`config.mk`:
```
export PLATFORM = sky130hd
export DESIGN_NAME = vedic_mult_pipe
export DESIGN_NICKNAME = d
export VERILOG_FILES = /design/src/rtl/vedic_pkg.sv /design/src/rtl/vedic_mul_core.sv /design/src/rtl/vedic_mult_pipe.sv
export SDC_FILE = /design/constraint.sdc
export NUM_CORES = 1
export LEC_CHECK = 0
export ABC_AREA = 0
export CAP_MARGIN = 0
export CORE_ASPECT_RATIO = 1.2
export CORE_UTILIZATION = 50
export DETAILED_ROUTE_END_ITERATION = 6
export MAX_ROUTING_LAYER = met4
export PLACE_DENSITY = 0.66
export SETUP_SLACK_MARGIN = 0.02
export SYNTH_ARGS = -nofsm -noshare
export SYNTH_HDL_FRONTEND = slang
export SYNTH_SLANG_ARGS = --single-unit
```
`constraint.sdc`:
```
create_clock -name clk -period 8.4 [get_ports clk]
set_input_delay 1.68 -clock clk [delete_from_list [all_inputs] [get_ports clk]]
set_output_delay 1.68 -clock clk [all_outputs]
set_load 0.05 [all_outputs]
```
`src/rtl/vedic_pkg.sv`:
```
// Shared constants and elaboration helpers for the pipelined Vedic multiplier.
package vedic_pkg;

    // Register stages between accept and out_valid.
    localparam int unsigned LAT = 4;

    // Ceiling log2, for sizing counters or indices derived from WIDTH.
    function automatic int unsigned clog2(input int unsigned value);
        int unsigned res;
        res = 0;
        while ((32'd1 << res) < value) begin
            res++;
        end
        return res;
    endfunction

    // Operand widths the recursion supports: 8, 16, 32 or 64.
    function automatic bit width_is_legal(input int unsigned w);
        return (w >= 8) && (w <= 64) && ((w & (w - 1)) == 0);
    endfunction

endpackage

```
`src/rtl/vedic_mul_core.sv`:
```
// Combinational Urdhva-Tiryagbhyam multiplier. Splits each operand into halves and
// recurses until the operands are 8 bits or narrower, where a plain leaf multiply is used.
module vedic_mul_core
    import vedic_pkg::*;
#(
    parameter int unsigned W = 8
) (
    input  logic [W-1:0]   i_a,
    input  logic [W-1:0]   i_b,
    output logic [2*W-1:0] o_p
);

    localparam int unsigned PW = 2 * W;

    if (W <= 8) begin : g_leaf
        assign o_p = PW'(i_a) * PW'(i_b);
    end else begin : g_split
        localparam int unsigned H  = W / 2;
        localparam int unsigned MW = W + 1;

        logic [W-1:0]  w_ll;
        logic [W-1:0]  w_lh;
        logic [W-1:0]  w_hl;
        logic [W-1:0]  w_hh;
        logic [MW-1:0] w_mid;

        vedic_mul_core #(.W(H)) u_ll (
            .i_a (i_a[H-1:0]),
            .i_b (i_b[H-1:0]),
            .o_p (w_ll)
        );
        vedic_mul_core #(.W(H)) u_lh (
            .i_a (i_a[H-1:0]),
            .i_b (i_b[W-1:H]),
            .o_p (w_lh)
        );
        vedic_mul_core #(.W(H)) u_hl (
            .i_a (i_a[W-1:H]),
            .i_b (i_b[H-1:0]),
            .o_p (w_hl)
        );
        vedic_mul_core #(.W(H)) u_hh (
            .i_a (i_a[W-1:H]),
            .i_b (i_b[W-1:H]),
            .o_p (w_hh)
        );

        // Cross terms keep their carry so the recombination cannot lose a bit.
        assign w_mid = MW'(w_lh) + MW'(w_hl);
        assign o_p   = (PW'(w_hh) << W) + (PW'(w_mid) << H) + PW'(w_ll);
    end

endmodule

```
`src/rtl/vedic_mult_pipe.sv`:
```
// Four-stage pipelined Vedic multiplier with valid/ready on both sides, signed or
// unsigned per transaction, and a user tag carried alongside each product.
module vedic_mult_pipe
    import vedic_pkg::*;
#(
    parameter int unsigned WIDTH = 16,
    parameter int unsigned TAG_W = 4
) (
    input  logic               clk,
    input  logic               rst_n,
    input  logic               in_valid,
    output logic               in_ready,
    input  logic [WIDTH-1:0]   in_a,
    input  logic [WIDTH-1:0]   in_b,
    input  logic               in_signed,
    input  logic [TAG_W-1:0]   in_tag,
    output logic               out_valid,
    input  logic               out_ready,
    output logic [2*WIDTH-1:0] out_p,
    output logic [TAG_W-1:0]   out_tag,
    output logic               busy
);

    localparam int unsigned HALF = WIDTH / 2;
    localparam int unsigned PW   = 2 * WIDTH;
    localparam int unsigned MW   = WIDTH + 1;

    if (!width_is_legal(WIDTH)) begin : g_bad_width
        $error("vedic_mult_pipe: WIDTH must be 8, 16, 32 or 64");
    end

    // Global stall: every stage moves together, bubbles included.
    logic w_en;

    logic r1_valid;
    logic r2_valid;
    logic r3_valid;
    logic r4_valid;

    // S1: magnitudes and sign of the result
    logic [WIDTH-1:0] w_mag_a;
    logic [WIDTH-1:0] w_mag_b;
    logic             w_neg;
    logic [WIDTH-1:0] r1_mag_a;
    logic [WIDTH-1:0] r1_mag_b;
    logic             r1_neg;
    logic [TAG_W-1:0] r1_tag;

    // S2: half-width partial products
    logic [WIDTH-1:0] w_ll;
    logic [WIDTH-1:0] w_lh;
    logic [WIDTH-1:0] w_hl;
    logic [WIDTH-1:0] w_hh;
    logic [WIDTH-1:0] r2_ll;
    logic [WIDTH-1:0] r2_lh;
    logic [WIDTH-1:0] r2_hl;
    logic [WIDTH-1:0] r2_hh;
    logic             r2_neg;
    logic [TAG_W-1:0] r2_tag;

    // S3: cross-term sum
    logic [MW-1:0]    w_mid;
    logic [WIDTH-1:0] r3_ll;
    logic [WIDTH-1:0] r3_hh;
    logic [MW-1:0]    r3_mid;
    logic             r3_neg;
    logic [TAG_W-1:0] r3_tag;

    // S4: final recombination and sign fix-up
    logic [PW-1:0]    w_p;
    logic [PW-1:0]    w_p_fixed;
    logic [PW-1:0]    r4_p;
    logic [TAG_W-1:0] r4_tag;

    assign w_en      = !r4_valid || out_ready;
    assign in_ready  = w_en;
    assign out_valid = r4_valid;
    assign out_p     = r4_p;
    assign out_tag   = r4_tag;
    assign busy      = r1_valid || r2_valid || r3_valid || r4_valid;

    // Negating the most negative value wraps back to 2^(WIDTH-1), which is the
    // correct unsigned magnitude.
    assign w_mag_a = (in_signed && in_a[WIDTH-1]) ? -in_a : in_a;
    assign w_mag_b = (in_signed && in_b[WIDTH-1]) ? -in_b : in_b;
    assign w_neg   = in_signed && (in_a[WIDTH-1] ^ in_b[WIDTH-1]);

    vedic_mul_core #(.W(HALF)) u_core_ll (
        .i_a (r1_mag_a[HALF-1:0]),
        .i_b (r1_mag_b[HALF-1:0]),
        .o_p (w_ll)
    );
    vedic_mul_core #(.W(HALF)) u_core_lh (
        .i_a (r1_mag_a[HALF-1:0]),
        .i_b (r1_mag_b[WIDTH-1:HALF]),
        .o_p (w_lh)
    );
    vedic_mul_core #(.W(HALF)) u_core_hl (
        .i_a (r1_mag_a[WIDTH-1:HALF]),
        .i_b (r1_mag_b[HALF-1:0]),
        .o_p (w_hl)
    );
    vedic_mul_core #(.W(HALF)) u_core_hh (
        .i_a (r1_mag_a[WIDTH-1:HALF]),
        .i_b (r1_mag_b[WIDTH-1:HALF]),
        .o_p (w_hh)
    );

    assign w_mid     = MW'(r2_lh) + MW'(r2_hl);
    assign w_p       = (PW'(r3_hh) << WIDTH) + (PW'(r3_mid) << HALF) + PW'(r3_ll);
    assign w_p_fixed = r3_neg ? -w_p : w_p;

    // Stage valid bits: reset clears all in-flight entries at once.
    always_ff @(posedge clk or negedge rst_n) begin
        if (!rst_n) begin
            r1_valid <= 1'b0;
            r2_valid <= 1'b0;
            r3_valid <= 1'b0;
            r4_valid <= 1'b0;
        end else if (w_en) begin
            r1_valid <= in_valid;
            r2_valid <= r1_valid;
            r3_valid <= r2_valid;
            r4_valid <= r3_valid;
        end
    end

    // Internal stage data: qualified by the valid bits, so left unreset.
    always_ff @(posedge clk) begin
        if (w_en) begin
            r1_mag_a <= w_mag_a;
            r1_mag_b <= w_mag_b;
            r1_neg   <= w_neg;
            r1_tag   <= in_tag;
            r2_ll    <= w_ll;
            r2_lh    <= w_lh;
            r2_hl    <= w_hl;
            r2_hh    <= w_hh;
            r2_neg   <= r1_neg;
            r2_tag   <= r1_tag;
            r3_ll    <= r2_ll;
            r3_hh    <= r2_hh;
            r3_mid   <= w_mid;
            r3_neg   <= r2_neg;
            r3_tag   <= r2_tag;
        end
    end

    // Output data: only real products overwrite it, so it holds through stalls and bubbles.
    always_ff @(posedge clk or negedge rst_n) begin
        if (!rst_n) begin
            r4_p   <= '0;
            r4_tag <= '0;
        end else if (w_en && r3_valid) begin
            r4_p   <= w_p_fixed;
            r4_tag <= r3_tag;
        end
    end

endmodule

```
==> results of run 1 <==
-- synthesized netlist by cell type (11+ instances only) --
| library cell | count | area [µm²] |
|---|---|---|
| a21boi_0 | 12 | 90.09 |
| a21oi_1 | 49 | 245.2 |
| and2_1 | 216 | 1351 |
| clkbuf_1 | 43 | 161.4 |
| dfrtp_1 | 40 | 1001 |
| edfxtp_1 | 160 | 4805 |
| fa_1 | 146 | 2923 |
| ha_1 | 180 | 2252 |
| inv_1 | 236 | 885.9 |
| nand2_1 | 146 | 548.0 |
| nor2_1 | 66 | 247.7 |
| nor2b_1 | 12 | 75.07 |
| nor3_1 | 19 | 95.09 |
| o21ai_0 | 91 | 455.4 |
| or3_1 | 11 | 68.82 |
| xnor2_1 | 83 | 727.0 |
| xor2_1 | 41 | 359.1 |
-- final timing paths --
kind | cells after the start | endpoint | slack [ns] | startpoint
worst min register to register | 0 | r3_hh[3]$_DFFE_PN_ | 0.41 | r2_hh[3]$_DFFE_PN_
max in group asynchronous | 1 | out_p[27]$_DFFE_PN0P_ | 6.55 | rst_n
worst max register to register | 17 | r2_ll[15]$_DFFE_PN_ | 3.10 | r1_mag_a[1]$_DFFE_PN_
min in group asynchronous | 1 | out_p[3]$_DFFE_PN0P_ | 1.33 | rst_n
worst max-delay path | 17 | r2_ll[15]$_DFFE_PN_ | 3.10 | r1_mag_a[1]$_DFFE_PN_
worst min-delay path | 0 | r3_hh[3]$_DFFE_PN_ | 0.41 | r2_hh[3]$_DFFE_PN_
-- metrics by stage --
step	hold WS [ns]	utilization, %	instances	setup slack (ns)	cell area (µm²)
detailed placement	0.4045	53.97	2202	3.119	18840
global placement	0.4003	53.97	2202	3.136	18840
floorplan	0.4003	-	1711	0.08383	17690
CTS	0.4195	55.78	2234	3.114	19470
global route	0.4241	55.78	2234	2.692	19470
finish	0.4150	55.78	2234	3.102	19470
-- state kept, by name (all words and copies together) (netlist names), 4 cells and up --
signal,flops
r2_hl,16
out_tag,4
r1_tag,4
r3_hh,16
r3_tag,4
r2_lh,16
r2_hh,16
r2_ll,16
r1_mag_a,16
r1_mag_b,16
r3_ll,16
out_p,32
r3_mid,17
r2_tag,4
-- routing by layer --
layer | global-route usage, % | routed length, µm
met4 | 6.503 | 680
met5 | - | 0
met1 | 24.41 | 14860
met3 | 2.504 | 963
met2 | 36.09 | 17010
-- cells by family after synthesis --
group	after synthesis	share of synthesized area, %
AND/OR/NAND/NOR	528	16.02
adder cells (fa/ha/maj)	326	29.26
buffers and inverters	288	6.339
AO/OA/AOI/OAI	233	8.560
flip-flops	200	32.83
XOR/XNOR	125	6.296
multiplexers	11	0.6933
-- layout make-up --
cell class	count	share of cell area, %
clock inverter	14	1.054
inverter	236	4.549
clock buffer	18	2.204
sequential	200	29.81
tap	462	2.968
timing repair buffer	81	4.112
multi-input combinational	1223	55.30
==> metrics.txt, run 1 <==
number of global-route vias before repair 12.03k; DRC viols 0; clock latency on the worst-skew pair 0.45 ns; max_slew headroom 34.04%; Core ar. between 30000 and 40000 µm²; Placer Congestion 0.8374; Synth Instances about 1.7k; Layout fillers a little over 3k; ANT cells 0; final clock skew 0.01401 ns; CTS tree done; clock root cell clkbuf_16; commonest non-fill, non-tap cell in the layout inv_1; CTS H-tree lvls 4; WP data arrival ~5.5 ns; Starting DRT DRC Count 575; Post-Syn Nets 2078; CP Max Fanout 16; Starting Density between 50% and 60%; final WL 33.51 mm; die width between 150 and 200 µm; register bit total from synthesis 200; Netlist cell types 81; status finished clean; Synth Flop Type edfxtp_1; CTS Buf Count 17; count of input and output buffers 79; # setup viols final 0; setup tns final 0 ns; multi-input logic area roughly 11000 µm²; dpl hpwl between 20 and 30 mm; Post-CTS Setup Bufs 0; Mapped Area 17690 µm²; count of flip-flops with a built-in enable after synthesis 160; Crit path max-delay family adder cells; Max Root-Sink Buffers 2; CTS Hold Bufs 0; Final min period 5.298 ns; maxcap violations 0; initial antenna violation count 0; I/O pin count 80; CP Class register to register; Req. time, crit path 8.58 ns; Hold Vio Cnt, Final 0; nature of the critical path startpoint register; share of flip-flops with an asynchronous set or reset 20.00%; GR Overflow Total 0; pin count of the biggest net entering global routing 68; DRT Pass-1 Iters 5; die area 36130 µm²; Hold Path Class register to register; Buf+Inv Stages, Crit Path 2; final period utilization 63.08%; RSZ-0062 raised after global routing no; Sequential Area 5806 µm²; routed vias/inst 5.245; Die Height approximately 210 µm; crit-path cells and2_1 -> fa_1 -> fa_1 -> inv_1 -> fa_1 -> fa_1 -> inv_1 -> ha_1 -> o21ai_0 -> a21boi_0 -> o21ai_0 -> a21boi_0 -> o21ai_0 -> a21boi_0 -> o21ai_0 -> a21oi_1 -> xnor2_1; CP Capture Type register; Max stage delay on crit path 0.66 ns; clock sink count 200; Core Rows 75; Slew @ Worst Pin a little under 1 ns; share of layout cells above drive strength 1 4.345%; syn_area_per_cell 10.34 µm²; WL/cell 15.00 µm; sequential-to-total area share from yosys stat 32.83%; post_cts resized 0; Area Growth Syn to Fin 10.11%; first-pass GRT wire length 57.44 mm; most frequent cells in the layout inv_1 (236), and2_1 (216), ha_1 (180); max-slew violations 0; synth warn 0; gr usage total just over 20%; via count 11.72k; ANT nets after route 0; Slowest cell on crit path edfxtp_1; fin nets 2126; clock slew at reported path FFs about 0.08 ns; fmax 188.7 MHz
Power of run 1 is left out: the tool's default activity adds up to more than one toggle a clock period on the data nets, which glitch-free logic cannot reach.
==> run 2, diff against run 1 <==
clock period = 4.9 ns   (was 8.4 ns; I/O delays follow)
==> metrics.txt, run 2 (synthesized netlist as in run 1, its figures left out) <==
DRT Pass-1 Iters 5 (unchanged); pin count of the biggest net entering global routing 166 (+140%); Req. time, crit path 5.12 ns (-3.46 ns); CTS Hold Bufs 0 (unchanged); first-pass GRT wire length 59.65 mm (+3.8%); max reg flops 32 (unchanged); count of input and output buffers 79 (unchanged); Layout fillers 2989 (-3.2%); ANT nets after route 0 (unchanged); die area 36130 µm² (unchanged); GR Overflow Total 0 (unchanged); ANT cells 0 (unchanged); die width 173.7 µm (unchanged); clock slew at reported path FFs 0.09 ns (about the same); WP data arrival 4.93 ns (-0.55 ns); Max Root-Sink Buffers 2 (unchanged); max-slew violations 0 (unchanged); final WL 35.30 mm (+5.3%); Buf+Inv Stages, Crit Path 4 (+2); final period utilization 96.00% (+33 points); Final min period 4.704 ns (-0.5945 ns); Slowest cell on crit path fa_1; via count 12.12k (+3.4%); initial antenna violation count 0 (unchanged); maxcap violations 0 (unchanged); Placer Congestion 0.8856 (+5.8%); WHS 0.4194 ns (+0.004438 ns); CP Capture Type register; clock latency on the worst-skew pair 0.45 ns (about the same); final clock skew 0.01297 ns (-0.001031 ns); max_slew headroom 41.57% (+7.5 points); Hold Path Class register to register; Core ar. 34910 µm² (unchanged); fin nets 2237 (+5.2%); CTS Buf Count 17 (unchanged); routed vias/inst 5.167 (-1.5%); Slew @ Worst Pin 0.8765 ns (-0.1094 ns); DRC viols 0 (unchanged); fin cells 2345 (+5.0%); number of global-route vias before repair 12.46k (+3.6%); I/O pin count 80 (unchanged); Core Rows 75 (unchanged); CTS tree done; crit-path most repeated cell fa_1; Area Growth Syn to Fin 16.00%; Post-Place Cells 2279 (+3.5%); gr usage total 21.20% (+0.69 points); Starting Density 50.66% (unchanged); Max stage delay on crit path 0.53 ns (-0.13 ns); clock root cell clkbuf_16; fmax 212.6 MHz (+13%); commonest non-fill, non-tap cell in the layout inv_1; Crit path max-delay family adder cells; Hold Vio Cnt, Final 0 (unchanged); most frequent cells in the layout inv_1 (236), and2_1 (216), ha_1 (176); Die Height 208.0 µm (unchanged); clock sink count 200 (unchanged); CP Max Fanout 8 (-8); CTS H-tree lvls 4 (unchanged); RSZ-0062 raised after global routing yes; WL/cell 15.05 µm (+0.34%); share of layout cells above drive strength 1 11.90% (+7.6 points); status finished clean; dpl hpwl 27.46 mm (+8.0%); # setup viols final 0 (unchanged); nature of the critical path startpoint register; crit-path cells buf_6 -> and2_1 -> fa_1 -> fa_1 -> ha_1 -> inv_1 -> fa_1 -> inv_1 -> ha_1 -> nor2b_1 -> o21ai_1 -> a21boi_1 -> o21a_1 -> o21ai_1 -> nand2b_1 -> a21oi_2 -> a2bb2oi_2 -> a21oi_1 -> xnor2_1 -> buf_4; CP Class register to register; Starting DRT DRC Count 584 (+1.6%)
==> run 2: changes by cell type in the layout (fill, tap and decap cells not counted), moves of 5 or more <==
cell | before | now
buf_6 | 0 | 5
o21ai_0 | 91 | 73
a21oi_1 | 49 | 39
a21oi_2 | 1 | 9
a21boi_0 | 12 | 3
buf_4 | 2 | 103
o21ai_2 | 0 | 7
o21ai_1 | 5 | 16
a21boi_1 | 2 | 9
==> run 2: layer usage <==
layer,track usage (%),share of wire (%)
met2,36.12,49
met4,7.864,3.3
met3,3.180,3.2
met5,-,0
met1,25.43,44
==> run 2: timing repair <==
item / 4_1_cts / 5_1_grt
gates resized for setup: 6 / 64
pin swaps: 3 / 34
endpoints found under the setup margin: 9 / 16
hold endpoints to repair: 0 / 0
buffers inserted: 10 / 24
==> run 2: through the flow <==
step	setup WS (ns)	setup TNS (ns)	util [%]	area, µm²
global route	-0.03336	-0.1007	58.77	20520
global placement	0.03587	0	55.73	19450
CTS	0.03334	0	57.69	20140
finish	0.1961	0	58.77	20520
floorplan	0.1538	0	-	17690
detailed placement	-0.09177	-0.3267	55.73	19450
==> run 2: cell type report <==
class | count | area, µm² | area share, %
clock buffers | 17 | 425.4 | 2.074
clock inverters | 15 | 172.7 | 0.8416
inverters | 236 | 885.9 | 4.318
multi-input cells | 1223 | 10960 | 53.44
flip-flops and latches | 200 | 5806 | 28.30
well taps | 462 | 578.1 | 2.818
repair buffers | 192 | 1685 | 8.215
==> run 2: final timing paths <==
check                                         to  cells after the start  slack [ns]             startpoint
hold / removal               r3_hh[12]$_DFFE_PN_                      0        0.42    r2_hh[12]$_DFFE_PN_
max in group asynchronous  out_p[26]$_DFFE_PN0P_                      1        3.74                  rst_n
setup reg to reg             r2_hl[15]$_DFFE_PN_                     20        0.20  r1_mag_a[9]$_DFFE_PN_
hold reg to reg              r3_hh[12]$_DFFE_PN_                      0        0.42    r2_hh[12]$_DFFE_PN_
setup / recovery             r2_hl[15]$_DFFE_PN_                     20        0.20  r1_mag_a[9]$_DFFE_PN_
min in group asynchronous   out_p[3]$_DFFE_PN0P_                      1        0.62                  rst_n
Power of run 2 is left out for the same reason.
==> run 3, diff against run 2 <==
--- a/config.mk
+++ b/config.mk
@@ -10,4 +10,5 @@
 export CORE_ASPECT_RATIO = 1.2
 export CORE_UTILIZATION = 50
+export CTS_CLUSTER_DIAMETER = 150
 export DETAILED_ROUTE_END_ITERATION = 6
 export MAX_ROUTING_LAYER = met4
==> constraint.sdc (replaced) <==
create_clock -name clk -period 4.9 [get_ports clk]
set_input_delay 0.98 -clock clk [delete_from_list [all_inputs] [get_ports clk]]
set_output_delay 0.98 -clock clk [all_outputs]
set_load 0.1 [all_outputs]
==> metrics.txt, run 3 (synthesized netlist as in run 1, its figures left out) <==
RSZ-0062 raised after global routing yes; Die Height 208.0 µm (unchanged); clock slew at reported path FFs 0.07 ns (-0.02 ns); die area 36130 µm² (unchanged); Max stage delay on crit path 0.54 ns (about the same); number of global-route vias before repair 12.42k (-0.35%); Final min period 4.772 ns (+0.06847 ns); pin count of the biggest net entering global routing 66 (-60%); initial antenna violation count 0 (unchanged); crit-path most repeated cell fa_1; gr usage total 20.76% (-0.44 points); Slowest cell on crit path fa_1; ANT nets after route 0 (unchanged); Util after Layout 58.79% (about the same); max reg flops 32 (unchanged); Area Growth Syn to Fin 16.05% (about the same); status finished clean; Core ar. 34910 µm² (unchanged); max-slew violations 0 (unchanged); Starting Density 50.66% (unchanged); CTS tree done; final WL 35.17 mm (-0.38%); Placer Congestion 0.8907 (+0.58%); I/O pin count 80 (unchanged); CTS Hold Bufs 0 (unchanged); Starting DRT DRC Count 544 (-6.8%); DRT Pass-1 Iters 4 (-1); final clock skew 0.009906 ns (-0.003069 ns); max_slew headroom 35.52% (-6.0 points); commonest non-fill, non-tap cell in the layout inv_1; WL/cell 14.98 µm (-0.46%); Core Rows 75 (unchanged); CP Max Fanout 6 (-2); clock latency on the worst-skew pair 0.44 ns (about the same); clock root cell clkbuf_16; Max Root-Sink Buffers 2 (unchanged); CP Capture Type register; Slew @ Worst Pin 0.9642 ns (+0.08767 ns); share of layout cells above drive strength 1 11.99% (+0.093 points); first-pass GRT wire length 58.79 mm (-1.4%); maxcap violations 0 (unchanged); routed vias/inst 5.084 (-1.6%); die width 173.7 µm (unchanged); fin nets 2239 (+0.089%); crit-path cells buf_4 -> nand2_1 -> fa_1 -> fa_1 -> inv_1 -> fa_1 -> inv_1 -> fa_1 -> inv_1 -> ha_4 -> a21boi_1 -> o21a_1 -> o21ai_0 -> nand2b_1 -> a21oi_2 -> a2bb2oi_2 -> a21oi_1 -> xnor2_1 -> buf_4; Hold Path Class register to register; Setup WS pre-CTS -0.09965 ns (-0.007882 ns); Req. time, crit path 5.10 ns (-0.02 ns); CTS H-tree lvls 4 (unchanged); CP Class register to register; WP data arrival 4.97 ns (+0.04 ns); GR Overflow Total 0 (unchanged); dpl hpwl 27.17 mm (-1.1%); setup ws final 0.1276 ns (-0.06847 ns); most frequent cells in the layout inv_1 (236), and2_1 (216), ha_1 (174); ANT cells 0 (unchanged); CTS Buf Count 17 (unchanged); nature of the critical path startpoint register; via count 11.93k (-1.5%); final period utilization 97.40% (+1.4 points); count of input and output buffers 79 (unchanged); Hold Vio Cnt, Final 0 (unchanged); clock sink count 200 (unchanged); # setup viols final 0 (unchanged); DRC viols 0 (unchanged); fmax 209.5 MHz (-1.4%)
run 3: per-stage QoR:
| step | area [µm²] | hold WS, ns | cells | TNS, ns |
|---|---|---|---|---|
| 2_1_floorplan | 17690 | 0.4003 | 1711 | 0 |
| 3_3_place_gp | 19460 | 0.4019 | 2282 | 0 |
| 3_5_place_dp | 19460 | 0.4045 | 2282 | -0.4755 |
| 6_report | 20520 | 0.4210 | 2347 | 0 |
| 4_1_cts | 20150 | 0.4217 | 2326 | 0 |
| 5_1_grt | 20520 | 0.4294 | 2347 | -0.1865 |
run 3: final cells by class:
class	count	area [µm²]
multi-input combinational	1223	10960
fill	3008	14390
timing repair buffer	194	1698
clock inverter	12	151.4
sequential	200	5806
clock buffer	20	446.7
inverter	236	885.9
tap	462	578.1
run 3: final timing paths:
kind                       depth (start not counted)                    end                   from  slack (ns)
setup / recovery                                  19    r2_hl[15]$_DFFE_PN_  r1_mag_b[4]$_DFFE_PN_        0.13
min in group asynchronous                          1   out_p[5]$_DFFE_PN0P_                  rst_n        0.63
hold reg to reg                                    0     r3_hh[1]$_DFFE_PN_     r2_hh[1]$_DFFE_PN_        0.42
hold / removal                                     0     r3_hh[1]$_DFFE_PN_     r2_hh[1]$_DFFE_PN_        0.42
max in group asynchronous                          1  out_p[25]$_DFFE_PN0P_                  rst_n        3.75
setup reg to reg                                  19    r2_hl[15]$_DFFE_PN_  r1_mag_b[4]$_DFFE_PN_        0.13
run 3: per-layer routing:
metal	track usage (%)	vias up	share of wire [%]
met5	-	-	0
met4	6.927	0	2.3
met3	2.266	60	2.4
met2	35.78	206	50
met1	25.41	5704	45
li1	-	5961	-
run 3: what timing repair did:
action                                  4_1_cts  5_1_grt
resized for setup                             6       61
setup buffers                                12       20
cloned                                        0        1
pin swaps                                     0       30
endpoints found under the setup margin        8       16
endpoints found under the hold margin         0        0
run 3: worst max-delay path, delay by kind of cell (launching register included):
| kind | cells | cell delay (ns) |
|---|---|---|
| DFF | 1 | 0.48 |
| adders and majority gates | 5 | 2.32 |
| AOI/OAI and AO/OA | 6 | 0.93 |
| buffers and inverters | 5 | 0.50 |
| and+or+nand+nor | 2 | 0.18 |
| xor gates and xnor gates | 1 | 0.13 |
Power of run 3 is left out for the same reason.
==> patch, RTL diff (config.mk and constraints of run 1) <==
Set the parameter `TAG_W` to 6 (it was 4).
--- a/src/rtl/vedic_mult_pipe.sv
+++ b/src/rtl/vedic_mult_pipe.sv
@@ -6,3 +6,3 @@
     parameter int unsigned WIDTH = 16,
-    parameter int unsigned TAG_W = 4
+    parameter int unsigned TAG_W = 6
 ) (
Ports: changed (resized in_tag and out_tag); port bits go from 80 to 84. No check against the original RTL was run, so the function may have changed too.
==> patch against run 1 <==
The flow now finishes with violations (DRC); routed wire length grew 4.2%; area after synthesis rose by 2.7%; fmax rose by 2.6%; hold slack improved by 0.0028 ns; design area grew 3.9%; sequential cell count grew 8; worst setup slack better by 0.13 ns; critical endpoint is now r2_hl[15]$_DFFE_PN_; largest cell class unchanged; highest routed layer unchanged.
Power is not shown: default switching activity piles up to over one toggle a cycle in this logic, so the estimate is an artifact.
==> patch: results (changes against run 1) <==
- DR vias: 12,100 (+3.6%)
- PortBufs: 83 (+5.1%)
- Synth cell count leaders: inv_1 (231), and2_1 (221), ha_1 (180), edfxtp_1 (166)
- Nets: 2,196 (+3.3%)
- Post-route DRC violation count: 1 (+1)
- Reg2Reg Setup Slack: 3.24 ns (+0.13 ns)
- Reg area: 0.00604 mm² (+4.0%)
- Reg2Reg Depth: 16 (-1)
- Largest net degree at the start of global routing: 67 (-1.5%)
- First-pass GRT wire length: 60,000 µm (+4.5%)
- Max-slew headroom: 0.368 (+0.0276)
- Worst r2r src: r1_mag_a[9]$_DFFE_PN_
- Clock buf count: 25 (+7)
- WL per Instance: 15.1 µm (+0.69%)
- Syn Nets: 2,139 (+2.9%)
- DP Area: 0.0194 mm² (+2.8%)
- WHS Endpoint: r3_neg$_DFFE_PN_
- GRT Resource Usage Total: 0.206 (+0.00120)
- Filler instances: 3,134 (+1.5%)
- Non-clk bufs: 87 (+7.4%)
- Dpl hpwl: 26,700 µm (+5.2%)
- Util after Layout: 0.564 (+0.00648)
- Post-Place Worst Slack: 3.26 ns (+0.144 ns)
- TritonRoute pass-1 iters: 7 (+2)
- Reg clk slew, reported paths: 0.06 ns (-0.02 ns)
- Seq/Total Area, Yosys: 0.332 (+0.00417)
- Layout cells sized above 1: 0.0401 (-0.00332)
- Reg2Reg Capture Point: r2_hl[15]$_DFFE_PN_
- Worst hold path startpoint: r2_neg$_DFFE_PN_
- Inserted Clock Buffers: 24 (+7)
- Failing checks: DRC
- Area of the multi-input gates: 0.0110 mm² (+2.3%)
- Non-clock buffer share: 0.0423 (+0.00118)
- Arrival time at the worst endpoint: 5.44 ns (-0.04 ns)
- Status: finished with violations
- ClkCell Share: 0.0430 (+0.0104)
- Synth cell types: 75 (-7.4%)
- Final Hold Slack: 0.418 ns (+0.00279 ns)
- Synth area leaders: edfxtp_1 (27%), fa_1 (16%), ha_1 (12%)
- Iter 0 DRT Violations: 527 (-8.3%)
- Inverters: 231 (-2.1%)
- H-Tree Depth: 1 (-3)
- Final WL: 34,900 µm (+4.2%)
- Final period util: 0.615 (-0.0159)
- Final GP Congestion: 0.839 (+0.16%)
[patch: changes by cell type after synthesis, sizes merged, moves of 6 or more]
cell	delta
a21oi	-12
o21ai	-18
and2	+6
mux2	-7
edfxtp	+6
or3	-6
o31ai	+8
a21o	+6
xnor2	-7
nor2	+23
and3	+13
nor3b	-7
[patch: cell families after synthesis]
| family | Yosys count | share of synthesized area |
|---|---|---|
| buffers and inverters | 287 | 0.0613 |
| AND/OR/NAND/NOR | 583 | 0.171 |
| flip-flops | 208 | 0.332 |
| XOR/XNOR | 117 | 0.0569 |
| multiplexers | 6 | 0.00351 |
| AO/OA/AOI/OAI | 243 | 0.0901 |
| adder cells (fa/ha/maj) | 326 | 0.285 |
[patch: per-layer routing]
| layer | wire length (µm) | up-vias | GRT usage |
|---|---|---|---|
| met5 | 0 | - | - |
| met1 | 15400 | 5852 | 0.250 |
| met4 | 818 | 0 | 0.0603 |
| met2 | 17600 | 208 | 0.365 |
| li1 | - | 6032 | - |
| met3 | 1080 | 49 | 0.0185 |
